[src/rtl/hilo_unit.sv]
// rtl/hilo_unit.sv - MIPS HI/LO register unit: multiply, optional iterative divide, MT* commit and MF* forwarding
// Optional divider datapath and DIV/DONE states are compiled in when HILO_DIV_EN is defined.
module hilo_unit #(
    parameter int DATA_W = 32
) (
    input  logic              clk,
    input  logic              rst_n,
    input  logic              op_valid,
    input  logic [1:0]        op,
    input  logic [DATA_W-1:0] src_a,
    input  logic [DATA_W-1:0] src_b,
    output logic              op_ready,
    output logic              busy,
    input  logic              flush,
    input  logic              wr_hi_me,
    input  logic              wr_lo_me,
    input  logic [DATA_W-1:0] wdata_me,
    input  logic              wr_hi_wb,
    input  logic              wr_lo_wb,
    input  logic [DATA_W-1:0] wdata_wb,
    input  logic              rd_sel_ex,
    output logic [DATA_W-1:0] rd_data_ex,
    output logic [DATA_W-1:0] hi_q,
    output logic [DATA_W-1:0] lo_q
);
    typedef enum logic [1:0] {S_IDLE, S_MUL, S_DIV, S_DONE} state_e;

    state_e              state_q, state_d;
    logic [DATA_W-1:0]   a_q, a_d, b_q, b_d, hi_d, lo_d;
    logic                sgn_q, sgn_d;
    logic                unit_wr;
    logic [DATA_W-1:0]   unit_hi, unit_lo;
    logic [2*DATA_W-1:0] ext_a, ext_b, prod;
    logic                accept;

    assign op_ready = (state_q == S_IDLE);
    assign busy     = (state_q != S_IDLE);
    assign accept   = op_valid && op_ready;

    // sgn_q selects signed handling; extension to 2*DATA_W makes one multiplier serve both
    assign ext_a = {{DATA_W{sgn_q & a_q[DATA_W-1]}}, a_q};
    assign ext_b = {{DATA_W{sgn_q & b_q[DATA_W-1]}}, b_q};
    assign prod  = ext_a * ext_b;

`ifdef HILO_DIV_EN
    localparam int CW = $clog2(DATA_W + 1);

    logic [CW-1:0]     cnt_q, cnt_d;
    logic [DATA_W-1:0] quo_q, quo_d, rem_q, rem_d, dvs_q, dvs_d;
    logic [DATA_W:0]   shifted, diff;
    logic              q_neg, r_neg;

    function automatic logic [DATA_W-1:0] mag(input logic [DATA_W-1:0] x, input logic s);
        return (s && x[DATA_W-1]) ? (~x + 1'b1) : x;
    endfunction

    assign shifted = {rem_q, quo_q[DATA_W-1]};
    assign diff    = shifted - {1'b0, dvs_q};
    assign q_neg   = sgn_q & (a_q[DATA_W-1] ^ b_q[DATA_W-1]);
    assign r_neg   = sgn_q & a_q[DATA_W-1];
`endif

    always_comb begin
        state_d = state_q;
        a_d     = a_q;
        b_d     = b_q;
        sgn_d   = sgn_q;
        unit_wr = 1'b0;
        unit_hi = prod[2*DATA_W-1:DATA_W];
        unit_lo = prod[DATA_W-1:0];
`ifdef HILO_DIV_EN
        cnt_d   = cnt_q;
        quo_d   = quo_q;
        rem_d   = rem_q;
        dvs_d   = dvs_q;
`endif
        case (state_q)
            S_IDLE: begin
                if (accept) begin
                    a_d   = src_a;
                    b_d   = src_b;
                    sgn_d = ~op[0];
                    if (!op[1]) begin
                        state_d = S_MUL;
                    end
`ifdef HILO_DIV_EN
                    else begin
                        state_d = S_DIV;
                        cnt_d   = CW'(DATA_W);
                        quo_d   = mag(src_a, ~op[0]);
                        dvs_d   = mag(src_b, ~op[0]);
                        rem_d   = '0;
                    end
`endif
                end
            end
            S_MUL: begin
                unit_wr = 1'b1;
                state_d = S_IDLE;
            end
`ifdef HILO_DIV_EN
            S_DIV: begin
                // Restoring step: quotient bits shift in from the right as dividend bits shift out
                if (!diff[DATA_W]) begin
                    rem_d = diff[DATA_W-1:0];
                    quo_d = {quo_q[DATA_W-2:0], 1'b1};
                end else begin
                    rem_d = shifted[DATA_W-1:0];
                    quo_d = {quo_q[DATA_W-2:0], 1'b0};
                end
                cnt_d = cnt_q - 1'b1;
                if (cnt_q == CW'(1)) state_d = S_DONE;
            end
            S_DONE: begin
                unit_wr = 1'b1;
                state_d = S_IDLE;
                if (b_q == '0) begin
                    unit_lo = '1;
                    unit_hi = a_q;
                end else begin
                    unit_lo = q_neg ? (~quo_q + 1'b1) : quo_q;
                    unit_hi = r_neg ? (~rem_q + 1'b1) : rem_q;
                end
            end
`endif
            default: state_d = S_IDLE;
        endcase
        if (flush) begin
            state_d = S_IDLE;
            unit_wr = 1'b0;
        end
    end

    // WB commit outranks a unit result landing on the same half in the same cycle
    assign hi_d = wr_hi_wb ? wdata_wb : (unit_wr ? unit_hi : hi_q);
    assign lo_d = wr_lo_wb ? wdata_wb : (unit_wr ? unit_lo : lo_q);

    always_comb begin
        rd_data_ex = lo_q;
        if (rd_sel_ex) begin
            if (wr_hi_me)      rd_data_ex = wdata_me;
            else if (wr_hi_wb) rd_data_ex = wdata_wb;
            else               rd_data_ex = hi_q;
        end else begin
            if (wr_lo_me)      rd_data_ex = wdata_me;
            else if (wr_lo_wb) rd_data_ex = wdata_wb;
            else               rd_data_ex = lo_q;
        end
    end

    always_ff @(posedge clk) begin
        if (!rst_n) begin
            state_q <= S_IDLE;
            a_q     <= '0;
            b_q     <= '0;
            sgn_q   <= 1'b0;
            hi_q    <= '0;
            lo_q    <= '0;
`ifdef HILO_DIV_EN
            cnt_q   <= '0;
            quo_q   <= '0;
            rem_q   <= '0;
            dvs_q   <= '0;
`endif
        end else begin
            state_q <= state_d;
            a_q     <= a_d;
            b_q     <= b_d;
            sgn_q   <= sgn_d;
            hi_q    <= hi_d;
            lo_q    <= lo_d;
`ifdef HILO_DIV_EN
            cnt_q   <= cnt_d;
            quo_q   <= quo_d;
            rem_q   <= rem_d;
            dvs_q   <= dvs_d;
`endif
        end
    end
endmodule

[config.mk]
export PLATFORM = sky130hd
export DESIGN_NAME = hilo_unit
export DESIGN_NICKNAME = d
export VERILOG_FILES = /design/src/rtl/hilo_unit.sv
export SDC_FILE = /design/constraint.sdc
export NUM_CORES = 2
export LEC_CHECK = 0
export CAP_MARGIN = 5
export CORE_MARGIN = 2
export CORE_UTILIZATION = 57
export DETAILED_ROUTE_END_ITERATION = 10
export HOLD_SLACK_MARGIN = 0.03
export PLACE_DENSITY = 0.76
export SLEW_MARGIN = 10
export SYNTH_ARGS = -nofsm -noshare
export SYNTH_HDL_FRONTEND = slang
export SYNTH_SLANG_ARGS = --single-unit
export TNS_END_PERCENT = 20
[constraint.sdc]
create_clock -name clk -period 8.8 [get_ports clk]
set_input_delay 1.32 -clock clk [delete_from_list [all_inputs] [get_ports clk]]
set_output_delay 1.32 -clock clk [all_outputs]
set_load 0.1 [all_outputs]
== Word-level counts from Yosys, hierarchy flattened ==
Cells that the tools add are included.

* Reduce and logical (&&, ||, !) cells: 7
* $mul: 1
* Mux-type cells: 11
* Bitwise logic cells: 6

{| class="wikitable"
|+ Operators by type and width
! cell !! count
|-
| 32-bit 2-to-1 mux || 9
|-
| 33-bit by 33-bit multiplier with 64-bit output || 1
|-
| 1-bit NOT || 4
|-
| 2-bit AND reduction || 2
|-
| 2-bit nonzero test || 2
|-
| 3-bit OR reduction || 1
|-
| 1-bit AND || 2
|-
| 2-bit zero test || 1
|-
| 1-bit 2-to-1 mux || 2
|-
| 1-bit logical AND || 1
|}

* Word-level logic and storage cells: 31
* Bits of input ports: 139
* Flip-flop bits (word level): 130
* Output and inout port bits: 98

== Depth between registers and ports, before layout ==
* Depth in word-level cells: 4
* Depth in mapped cells: 31
* Mapped depth without buffers: 28

== Least setup slack after synthesis ==
Ideal clock, no wire load.

* Kind: flip-flop to flip-flop
* Start: reg a_q[31]
* End: reg hi_q[27]
* Data required time: 8.647 ns
* Period minus slack after synthesis: 8.060 ns
* Path buffers: 3
* Setup slack: 0.740 ns
* Data arrival time: 7.907 ns
* Library setup time: 0.153 ns
* Stages on the path, launching flop included: 31
* Cells stage by stage: dfxtp_1 -> clkbuf_1 -> and2_1 -> clkbuf_1 -> nand2_1 -> inv_1 -> fa_1 -> inv_1 -> fa_1 -> inv_1 -> fa_1 -> fa_1 -> inv_1 -> fa_1 -> inv_1 -> fa_1 -> inv_1 -> fa_1 -> fa_1 -> inv_1 -> ha_1 -> clkbuf_1 -> nand2_1 -> or3_1 -> nor3_1 -> a22o_1 -> o221a_4 -> nor2b_4 -> a21oi_2 -> nor4_1 -> a311oi_1

* Cells in the longest elaborated chain, start to end: 4

{| class="wikitable"
|+ Ends and longest elaborated chain
! what !! RTL line !! text
|-
| from (decl) || 29 || <nowiki>logic [DATA_W-1:0] a_q, a_d, b_q, b_d, hi_d, lo_d;</nowiki>
|-
| from (signal assigned) || 154 || <nowiki>a_q <= '0;</nowiki>
|-
| from (signal assigned) || 167 || <nowiki>a_q <= a_d;</nowiki>
|-
| 1-bit AND || 41 || <nowiki>assign ext_a = {{DATA_W{sgn_q & a_q[DATA_W-1]}}, a_q};</nowiki>
|-
| 33-bit by 33-bit multiplier with 64-bit output * || 43 || <nowiki>assign prod = ext_a * ext_b;</nowiki>
|-
| 32-bit 2-to-1 mux * (2 in series) || 135 || <nowiki>assign hi_d = wr_hi_wb ? wdata_wb : (unit_wr ? unit_hi : hi_q);</nowiki>
|-
| to (signal assigned) || 170 || <nowiki>hi_q <= hi_d;</nowiki>
|-
| to (decl) || 23 || <nowiki>output logic [DATA_W-1:0] hi_q,</nowiki>
|}

Every way passes the cells marked *; elsewhere a longest branch is shown, timed or not. The select of a mux whose other input is x is not followed.
A chain may end at the register's enable or synchronous reset.

== Worst setup path after layout ==
* Start: reg a_q[21]
* End: reg hi_q[17]

* Cells in the longest elaborated chain, start to end: 3

{| class="wikitable"
|+ Ends and longest elaborated chain
! what !! RTL line
|-
| 33-bit by 33-bit multiplier with 64-bit output || 43
|-
| 32-bit 2-to-1 mux (2 in series) || 135
|}

Every way passes these cells. The select of a mux whose other input is x is not followed.

==> results.md <==
* Synth cell types at 85
* LEAKAGE at 23.9 nW
* DR pass1 iterations at 7
* Synth top area share at 50.3%
* Asr flop ratio synth at 0%
* Syn avg cell area at 8.80 um2
* Clock buffer depth at 2
* Post-route insts no fill at 6,227
* CTS Sinks at between 100 and 150
* EDFF count, synth at 0
* Max-cap violation count at 0
* CP max-delay cell: dfxtp_1
* Detailed router's first-iteration violation count at approximately 3,200
* Num CTS Buffers at 17
* Grt ovf at 0
* Placed Area at 0.0484 mm2
* Via Count at 35,100
* Final HPWL DP at 110 mm
* Initial antenna violation count at 9
* Routed len/inst at 21.4 um
* Setup crit end: hi_q[17]$_SDFFE_PN0P_
* RR Startpoint: a_q[21]$_SDFFE_PN0P_
* Reg2Reg Capture Point: hi_q[17]$_SDFFE_PN0P_
* Synth area leader: fa_1
* Slew Limit Fails at 0
* Peak supply drop at 0.000149 V
* Crit path capture type: flip-flop
* Crit. Startpoint: a_q[21]$_SDFFE_PN0P_
* Cell area after layout at approximately 0.049 mm2
* Tmin final at 8.43 ns
* Final net count at 6,644
* Crit start category: flip-flop
* Via/cell ratio at 5.63
* Kind of critical path: flip-flop to flip-flop
* Final worst setup slack at 0.367 ns
* Hold WS at 0.464 ns
* Register area share after synthesis at 5.81%
* DRC errors left at 0
* Max Freq at about 120 MHz
* H-tree levels at 4
* Setup WS pre-CTS at 0.455 ns
* Synthesis-to-finish area growth at 9.59%
* Status: completed
* Die area at just over 0.08 mm2
* Routed wire length at around 130 mm
* Slew HR at 21.8%
* Top cells by area, synth: fa_1 50%, inv_1 9.3%, nand2_1 8.2%, ha_1 5.9%, dfxtp_1 5.8%
* IO Port Bufs at 236
* Core Area at 0.0776 mm2
* First-pass GRT wire length at ~210 mm
* Slew @ Worst Pin at roughly 1.2 ns
* Final period util at 95.8%
* Final hold vios at 0
* Max Clock Skew at 0.0213 ns
* Vert. Die Dim at between 200 and 300 um
* Largest net degree at the start of global routing at 70
* Worst R2R Path Depth at 26
* Cell mode on critical path: fa_1
* CP Data Arrival Time at between 8 and 9 ns
* Hold WC Path Type: flip-flop to flip-flop
* Count of state elements after synthesis at 130
* Top_reg_cell synth: dfxtp_1
* Setup tns final at 0 ns
* Die W at 284 um
* Gr usage total at about 35%
* # IOs at 237
* CTS tree: built
* Initial Util at between 50 and 60%
* Post-CTS Hold Buffers at 0
* Later-pin clock latency in the skew report at 0.49 ns
* Clock Tree Root: clkbuf_16
* WHS Path Cells at 2
* Filler cell count at 6,604
* RSZ-0062 raised after global routing: no
* Layout cells sized above 1 at between 4 and 5%
* Vias in the first global route at 38,500
* Clock transition at the registers of the reported paths at 0.07 ns
* Synthesized cell area at 0.0448 mm2
* Placed Cells at 6,189
* Cell with the most instances after synthesis: fa_1
* Pwr Density at 90.8 mW/mm2
* Setup violators final at 0
* Synthesized Nets at around 6,600
* CP max FO at 15
* Synth cell count leaders: 1,125 x fa_1, 1,112 x inv_1, 974 x nand2_1
* Max stage delay on crit path at 0.93 ns
* R2r setup slk at between 0.3 and 0.4 ns
* Yosys warnings at 0
* Row cnt at 102
* CP required at 9.15 ns
* Antenna Nets Post-Route at 0
* Gpl congestion at 1.01
* Synthesized instance count at 5,089
sequential cells by signal, summed over array words and instances, names as in the netlist:
signal   cells
lo_q        32
hi_q        32
sgn_q        1
b_q         32
state_q      1
a_q         32
power breakdown:
part	internal (W)	total (W)	switching [W]
Combinational	0.00103	0.00288	0.00184
Clock	0.000505	0.000854	0.000349
Sequential	0.000626	0.000727	0.000100
Total	0.00217	0.00446	0.00229
critical path: cells and delay by family, from the launching register on:
family	cells	cell delay [ns]
xor+xnor	1	0.34
simple gates	4	0.54
flops	1	0.93
buf+inv	6	0.57
fa+ha+maj	9	4.48
compound gates	6	1.42
through the flow:
stage,util (%),power (W)
after floorplan,-,0.00264
after global placement,62.4,0.00354
after detailed placement,62.4,0.00359
after CTS,63.2,0.00445
after global routing,63.3,0.00479
final,63.3,0.00446
per-layer routing:
metal,share of wire [%],vias to the layer above,global-route usage [%]
met5,0.011,-,0
met4,4.8,2,15.6
met3,9.4,395,7.32
met2,49,1698,57.3
met1,37,17900,43.9
li1,-,15100,-
final cells by class:
type,count,area (um2),share of cell area (%)
diodes,6,15.0,0.0306
clock buffers,17,425,0.867
clock inverters,15,228,0.464
inverters,1113,4180,8.51
multi-input cells,3531,36800,75.1
flip-flops and latches,130,2610,5.33
well taps,1040,1300,2.65
repair buffers,375,3480,7.10
layout by cell type (no fill, tap or decap), types with 12 or more instances in the layout:
master,count
fa_1,1125
inv_1,1112
nand2_1,973
and2_1,358
clkdlybuf4s50_1,231
ha_1,212
a21oi_1,147
buf_4,132
o21ai_0,127
dfxtp_1,121
nor2_1,90
a21boi_0,71
mux2i_1,59
xnor2_1,51
and3_1,29
a21o_1,27
nor2b_1,19
xor2_1,19
nand3_1,17
clkbuf_16,17
o211ai_1,16
nor3_1,14
or2_2,12
nand4_1,12
o211a_1,12
worst min-delay path by stage:
stage / from / endpoint / slack (ns)
final: a_q[2]$_SDFFE_PN0P_ / a_q[2]$_SDFFE_PN0P_ / 0.46
after global routing: a_q[2]$_SDFFE_PN0P_ / a_q[2]$_SDFFE_PN0P_ / 0.50
after CTS: a_q[2]$_SDFFE_PN0P_ / a_q[2]$_SDFFE_PN0P_ / 0.47
after detailed placement: a_q[2]$_SDFFE_PN0P_ / a_q[2]$_SDFFE_PN0P_ / 0.46
after global placement: a_q[2]$_SDFFE_PN0P_ / a_q[2]$_SDFFE_PN0P_ / 0.45
after floorplan: a_q[24]$_SDFFE_PN0P_ / a_q[24]$_SDFFE_PN0P_ / 0.49
timing repair:
action | in CTS | in global routing
setup endpoints to repair | 0 | 1
resized for setup | 0 | 8
hold endpoints to repair | 0 | 0
buffers inserted | 0 | 0
kinds of logic (layout without fill, tap and decap cells):
| group | Yosys count | count (layout) | share of synthesized area [%] |
|---|---|---|---|
| flip-flops | 130 | 130 | 5.81 |
| AND/OR/NAND/NOR | 1559 | 1559 | 15.8 |
| adder cells (fa/ha/maj) | 1337 | 1337 | 56.2 |
| multiplexers | 59 | 59 | 1.32 |
| XOR/XNOR | 70 | 70 | 1.37 |
| buffers and inverters | 1428 | 1520 | 12.0 |
| AO/OA/AOI/OAI | 506 | 506 | 7.49 |
| other | 0 | 6 | 0 |
Power figures use the tool's default switching activity.
